## src/rtl/mem_access_unit_pkg.sv

```systemverilog
// Shared types for the memory access unit: access sizes, FSM states and a byte-count helper.
package mem_access_unit_pkg;

  localparam int unsigned XLEN  = 32;
  localparam int unsigned STRBW = XLEN / 8;

  typedef enum logic [1:0] {
    MEM_SIZE_BYTE = 2'b00,
    MEM_SIZE_HALF = 2'b01,
    MEM_SIZE_WORD = 2'b10
  } mem_access_size_t;

  typedef enum logic [2:0] {
    ST_IDLE  = 3'd0,
    ST_REQ0  = 3'd1,
    ST_WAIT0 = 3'd2,
    ST_REQ1  = 3'd3,
    ST_WAIT1 = 3'd4,
    ST_RESP  = 3'd5
  } mem_acc_state_t;

  // Unused size encoding behaves as a full word.
  function automatic logic [2:0] mem_size_bytes(input mem_access_size_t size);
    case (size)
      MEM_SIZE_BYTE: return 3'd1;
      MEM_SIZE_HALF: return 3'd2;
      default:       return 3'd4;
    endcase
  endfunction

endpackage

```

## src/rtl/mem_lane_align.sv

```systemverilog
// Byte-lane math: strobe mask, shifted store data and right-aligned masked load data.
module mem_lane_align
  import mem_access_unit_pkg::*;
(
  input  logic [1:0]       i_offset,
  input  mem_access_size_t i_size,
  input  logic [XLEN-1:0]  i_wdata,
  input  logic [2*XLEN-1:0] i_rdata64,
  output logic [2*STRBW-1:0] o_m8,
  output logic [2*XLEN-1:0] o_w64,
  output logic [XLEN-1:0]  o_rdata
);

  logic [2:0]      w_nbytes;
  logic [7:0]      w_base;
  logic [4:0]      w_shift;
  logic [XLEN-1:0] w_rmask;

  assign w_nbytes = mem_size_bytes(i_size);
  assign w_base   = (8'd1 << w_nbytes) - 8'd1;
  assign w_shift  = {i_offset, 3'b000};

  assign o_m8  = w_base << i_offset;
  assign o_w64 = {{XLEN{1'b0}}, i_wdata} << w_shift;

  // A full word needs no mask; shorter sizes keep only their low bytes.
  assign w_rmask = (w_nbytes == 3'd4) ? {XLEN{1'b1}}
                                      : ((32'd1 << {w_nbytes, 3'b000}) - 32'd1);
  assign o_rdata = 32'(i_rdata64 >> w_shift) & w_rmask;

endmodule

```

## src/rtl/mem_access_unit.sv

```systemverilog
// Load/store unit: turns one core request into one or two word-aligned bus beats.
module mem_access_unit
  import mem_access_unit_pkg::*;
(
  input  logic             clk_i,
  input  logic             reset_i,
  input  logic             req_valid_i,
  output logic             req_ready_o,
  input  logic             req_we_i,
  input  logic [XLEN-1:0]  req_addr_i,
  input  mem_access_size_t req_size_i,
  input  logic [XLEN-1:0]  req_wdata_i,
  output logic             resp_valid_o,
  output logic [XLEN-1:0]  resp_rdata_o,
  output logic             bus_valid_o,
  input  logic             bus_ready_i,
  output logic             bus_we_o,
  output logic [XLEN-1:0]  bus_addr_o,
  output logic [STRBW-1:0] bus_wstrb_o,
  output logic [XLEN-1:0]  bus_wdata_o,
  input  logic             bus_rvalid_i,
  input  logic [XLEN-1:0]  bus_rdata_i
);

  mem_acc_state_t   r_state;
  logic             r_we;
  logic [1:0]       r_offset;
  mem_access_size_t r_size;
  logic [XLEN-1:0]  r_wdata;
  logic [XLEN-1:0]  r_lo;

  logic [1:0]         w_offset;
  mem_access_size_t   w_size;
  logic [XLEN-1:0]    w_wdata;
  logic [2*XLEN-1:0]  w_rdata64;
  logic [2*STRBW-1:0] w_m8;
  logic [2*XLEN-1:0]  w_w64;
  logic [XLEN-1:0]    w_rdata;
  logic               w_split;

  // In IDLE the aligner sees the incoming request so beat0 can register on acceptance.
  assign w_offset  = (r_state == ST_IDLE) ? req_addr_i[1:0] : r_offset;
  assign w_size    = (r_state == ST_IDLE) ? req_size_i      : r_size;
  assign w_wdata   = (r_state == ST_IDLE) ? req_wdata_i     : r_wdata;
  assign w_rdata64 = (r_state == ST_WAIT1) ? {bus_rdata_i, r_lo} : {{XLEN{1'b0}}, bus_rdata_i};
  assign w_split   = |w_m8[2*STRBW-1:STRBW];

  assign req_ready_o = (r_state == ST_IDLE);

  mem_lane_align u_align (
    .i_offset  (w_offset),
    .i_size    (w_size),
    .i_wdata   (w_wdata),
    .i_rdata64 (w_rdata64),
    .o_m8      (w_m8),
    .o_w64     (w_w64),
    .o_rdata   (w_rdata)
  );

  always_ff @(posedge clk_i) begin
    if (reset_i) begin
      r_state      <= ST_IDLE;
      r_we         <= 1'b0;
      r_offset     <= 2'b00;
      r_size       <= MEM_SIZE_BYTE;
      r_wdata      <= '0;
      r_lo         <= '0;
      bus_valid_o  <= 1'b0;
      bus_we_o     <= 1'b0;
      bus_addr_o   <= '0;
      bus_wstrb_o  <= '0;
      bus_wdata_o  <= '0;
      resp_valid_o <= 1'b0;
      resp_rdata_o <= '0;
    end else begin
      resp_valid_o <= 1'b0;
      case (r_state)
        ST_IDLE: begin
          if (req_valid_i) begin
            r_we        <= req_we_i;
            r_offset    <= req_addr_i[1:0];
            r_size      <= req_size_i;
            r_wdata     <= req_wdata_i;
            bus_valid_o <= 1'b1;
            bus_we_o    <= req_we_i;
            bus_addr_o  <= {req_addr_i[XLEN-1:2], 2'b00};
            bus_wstrb_o <= w_m8[STRBW-1:0];
            bus_wdata_o <= w_w64[XLEN-1:0];
            r_state     <= ST_REQ0;
          end
        end
        ST_REQ0: begin
          if (bus_ready_i) begin
            bus_valid_o <= 1'b0;
            r_state     <= ST_WAIT0;
          end
        end
        ST_WAIT0: begin
          if (bus_rvalid_i) begin
            r_lo <= bus_rdata_i;
            if (w_split) begin
              // Second beat covers the next word; the address wraps at the top of memory.
              bus_valid_o <= 1'b1;
              bus_addr_o  <= bus_addr_o + 32'd4;
              bus_wstrb_o <= w_m8[2*STRBW-1:STRBW];
              bus_wdata_o <= w_w64[2*XLEN-1:XLEN];
              r_state     <= ST_REQ1;
            end else begin
              resp_valid_o <= 1'b1;
              resp_rdata_o <= r_we ? '0 : w_rdata;
              r_state      <= ST_RESP;
            end
          end
        end
        ST_REQ1: begin
          if (bus_ready_i) begin
            bus_valid_o <= 1'b0;
            r_state     <= ST_WAIT1;
          end
        end
        ST_WAIT1: begin
          if (bus_rvalid_i) begin
            resp_valid_o <= 1'b1;
            resp_rdata_o <= r_we ? '0 : w_rdata;
            r_state      <= ST_RESP;
          end
        end
        ST_RESP: r_state <= ST_IDLE;
        default: r_state <= ST_IDLE;
      endcase
    end
  end

endmodule

```

## config.mk

```make
export PLATFORM = sky130hd
export DESIGN_NAME = mem_access_unit
export DESIGN_NICKNAME = d
export VERILOG_FILES = /design/src/rtl/mem_access_unit_pkg.sv /design/src/rtl/mem_lane_align.sv /design/src/rtl/mem_access_unit.sv
export SDC_FILE = /design/constraint.sdc
export NUM_CORES = 1
export LEC_CHECK = 0
export CORE_MARGIN = 10
export CORE_UTILIZATION = 55
export CTS_BUF_LIST = sky130_fd_sc_hd__clkbuf_8
export DETAILED_ROUTE_END_ITERATION = 8
export GPL_TIMING_DRIVEN = 1
export PLACE_DENSITY = 0.87
export SLEW_MARGIN = 20
export SYNTH_ARGS = -nofsm -noshare
export SYNTH_HDL_FRONTEND = slang
export SYNTH_SLANG_ARGS = --single-unit
```

## constraint.sdc

```tcl
create_clock -name clk_i -period 6.3 [get_ports clk_i]
set_input_delay 1.26 -clock clk_i [delete_from_list [all_inputs] [get_ports clk_i]]
set_output_delay 1.26 -clock clk_i [all_outputs]
set_load 0.1 [all_outputs]
```

==> impl_metrics.tcl <==
set metrics [dict create \
    outcome "finished, final reports clean" \
    grt_start_max_net_pins 83 \
    synth_top_area_cell "dfxtp_1" \
    synthSimpleGateAreaFrac 0.218 \
    synth_edf_count 0 \
    wl_met3_mm 3.86 \
    max_freq_mhz 211 \
    synth_top_family_by_area "compound AO/OA/AOI/OAI gates" \
    num_vias 10400 \
    wl_met1_mm 14.2 \
    drt_iter0_drc 1534 \
    ioPinCount 208 \
    die_w_um 152 \
    ys.flop_type "dfxtp_1" \
    slew_violations 0 \
    leakage_nw 4.30 \
    hold_class "reg -> reg" \
    cts_sinks 172 \
    syn_avg_cell_area_sq_um 7.84 \
    portBuffers 205 \
    cts_resized 0 \
    antennaDiodeCount 0 \
    synthMuxAreaShare 0.115 \
    root_buffer "clkbuf_8" \
    dr.max_layer_used "met4" \
    powerDensity_mw_per_mm2 284 \
    synth_cell_types 68 \
    cts_tree "built" \
    track_usage 0.277 \
    final.setup.tns_ps 0 \
    die_y_um 152 \
    critPathKind "reg -> out" \
    grt_antenna_before_repair 0 \
    rows 48 \
    grt_pass1_wl_mm 53.1 \
    die_area_sq_mm 0.0232 \
    hpwl_mm 23.7 \
    period_share 0.751 \
    firstDrtPassIters 6 \
    async_flop_share 0 \
    cts_setup_buffers 0 \
    nets 1462 \
    layout_min_cycle_time_ps 4730 \
    drt-wirelength-per-cell_um 21.4 \
    clk_pin_slew_ps 90 \
    yosys.area_share.adder 0.00130 \
    required_ps 5040 \
    viasPerCell 6.54 \
    yosysMostFrequentCell "nand2_1" \
    finalHoldViolations 0 \
    syn_area_sq_mm 0.00962 \
    gr-total-overflow 0 \
    cp.arrival_ps 3470 \
    whs_ps 461 \
    yosys.area.top_type_share 0.358 \
    gp_congestion 0.997 \
    cts_buffers 17 \
    finalClockSkew_ps 11.9 \
    rsz0062_at_grt "false" \
    core_area_sq_mm 0.0172 \
    yosysSeqAreaShare 0.358 \
    setup_viol 0 \
    cp_max_fo 46 \
    synth-compound-area-share 0.252 \
    totalWireLength_mm 34.2 \
    fillCellCount 1404 \
    synth-xor-area-share 0 \
    layout-drive-gt1-share 0.0752 \
    postCtsHoldBufs 0 \
    ant_nets 0 \
    met2_length_mm 15.2 \
    clkLatencyLatePin_ps 480 \
    synthTopCellsByCount "nand2_1, dfxtp_1, a21oi_1" \
    relSlewSlack 0.279 \
    max_cap_viol_count 0 \
    grt_pass1_vias 9481 \
    drc 0 \
    cts.path.max_buffers 2 \
    cp-end-kind "output port" \
    postSynthCellCount 1227 \
    worstMarginPinSlew_ps 1080 \
    yosys-top-cells-area "dfxtp_1, mux2i_1, nand2_1" \
    vdd_ir_drop_max_uv 156 \
    synth-seq-cells 172 \
    critPathLaunchType "flip-flop" \
    area_growth_pct 25.5 \
    cts_max_level 4 \
    yosysWarnings 0 \
    start_util 0.558 \
]
## power by group
group	switching, mW	total [mW]	internal, mW
clock	0.432	0.795	0.364
sequential	0.0859	1.26	1.18
combinational	0.966	1.37	0.407
## metal layers
layer  track usage  vias up
met5             0        -
met4         0.101        0
met3        0.0697       95
met2         0.416      705
met1         0.374     4863
li1              -     4769
## layout make-up
class | count | area (sq um) | share of cell area
inverter | 11 | 41.3 | 0.00342
sequential | 172 | 3440 | 0.285
clock buffer | 18 | 248 | 0.0205
multi-input combinational | 929 | 5700 | 0.473
tap | 225 | 282 | 0.0233
clock inverter | 14 | 145 | 0.0120
timing repair buffer | 226 | 2210 | 0.183
## placed cells by master (no fill, tap or decap), types with 18 or more instances in the layout
| cell | Yosys | routed |
|---|---|---|
| mux2_2 | 22 | 22 |
| o21ai_0 | 51 | 51 |
| dfxtp_1 | 172 | 171 |
| mux2i_1 | 76 | 75 |
| nor3_1 | 34 | 34 |
| nand3_1 | 22 | 22 |
| clkbuf_8 | 0 | 18 |
| nand2_1 | 192 | 191 |
| clkdlybuf4s50_1 | 0 | 204 |
| a21oi_1 | 120 | 120 |
| buf_4 | 2 | 22 |
| a211oi_1 | 67 | 67 |
| and3_1 | 45 | 45 |
| nor2_1 | 88 | 87 |
| o22ai_1 | 23 | 23 |
## worst max-delay path: stages (launching register included)
cell             delay [ps]
dfxtp_1                 520
or3_1                   420
buf_4                   280
inv_2                   500
clkdlybuf4s50_1        1250
## registers in the layout, indices dropped and copies added (netlist names)
signal        count
bus_wdata_o      32
r_lo             32
r_wdata          32
resp_rdata_o     32
bus_addr_o       30
bus_wstrb_o       4
r_state           3
r_offset          2
r_size            2
bus_valid_o       1
r_we              1
resp_valid_o      1
## logic make-up after synthesis
kind of cell    Yosys count
simple gates            453
fa+ha+maj                 1
flops                   172
other cells               1
compound gates          370
buf+inv                 127
mux                     103
## stage by stage
step,cell area (sq um),power (mW),utilization,setup slack (ps),std cells
3_3_place_gp,11700,2.61,0.677,1680,1563
6_report,12100,3.43,0.700,1570,1595
2_1_floorplan,9630,2.26,-,3000,1228
4_1_cts,12100,3.41,0.700,1600,1595
3_5_place_dp,11700,2.63,0.678,1580,1563
5_1_grt,12100,3.55,0.700,1450,1595
## path summary, 6_finish.rpt
path	start	cells after the start	end	slack (ps)
setup / recovery	r_state[0]	4	req_ready_o	1570
hold / removal	r_lo[27]	2	r_lo[27]	460
setup reg to reg	r_state[0]	5	resp_rdata_o[24]	2430
hold reg to reg	r_lo[27]	2	r_lo[27]	460
No activity file was read; power rests on OpenSTA's default activity.
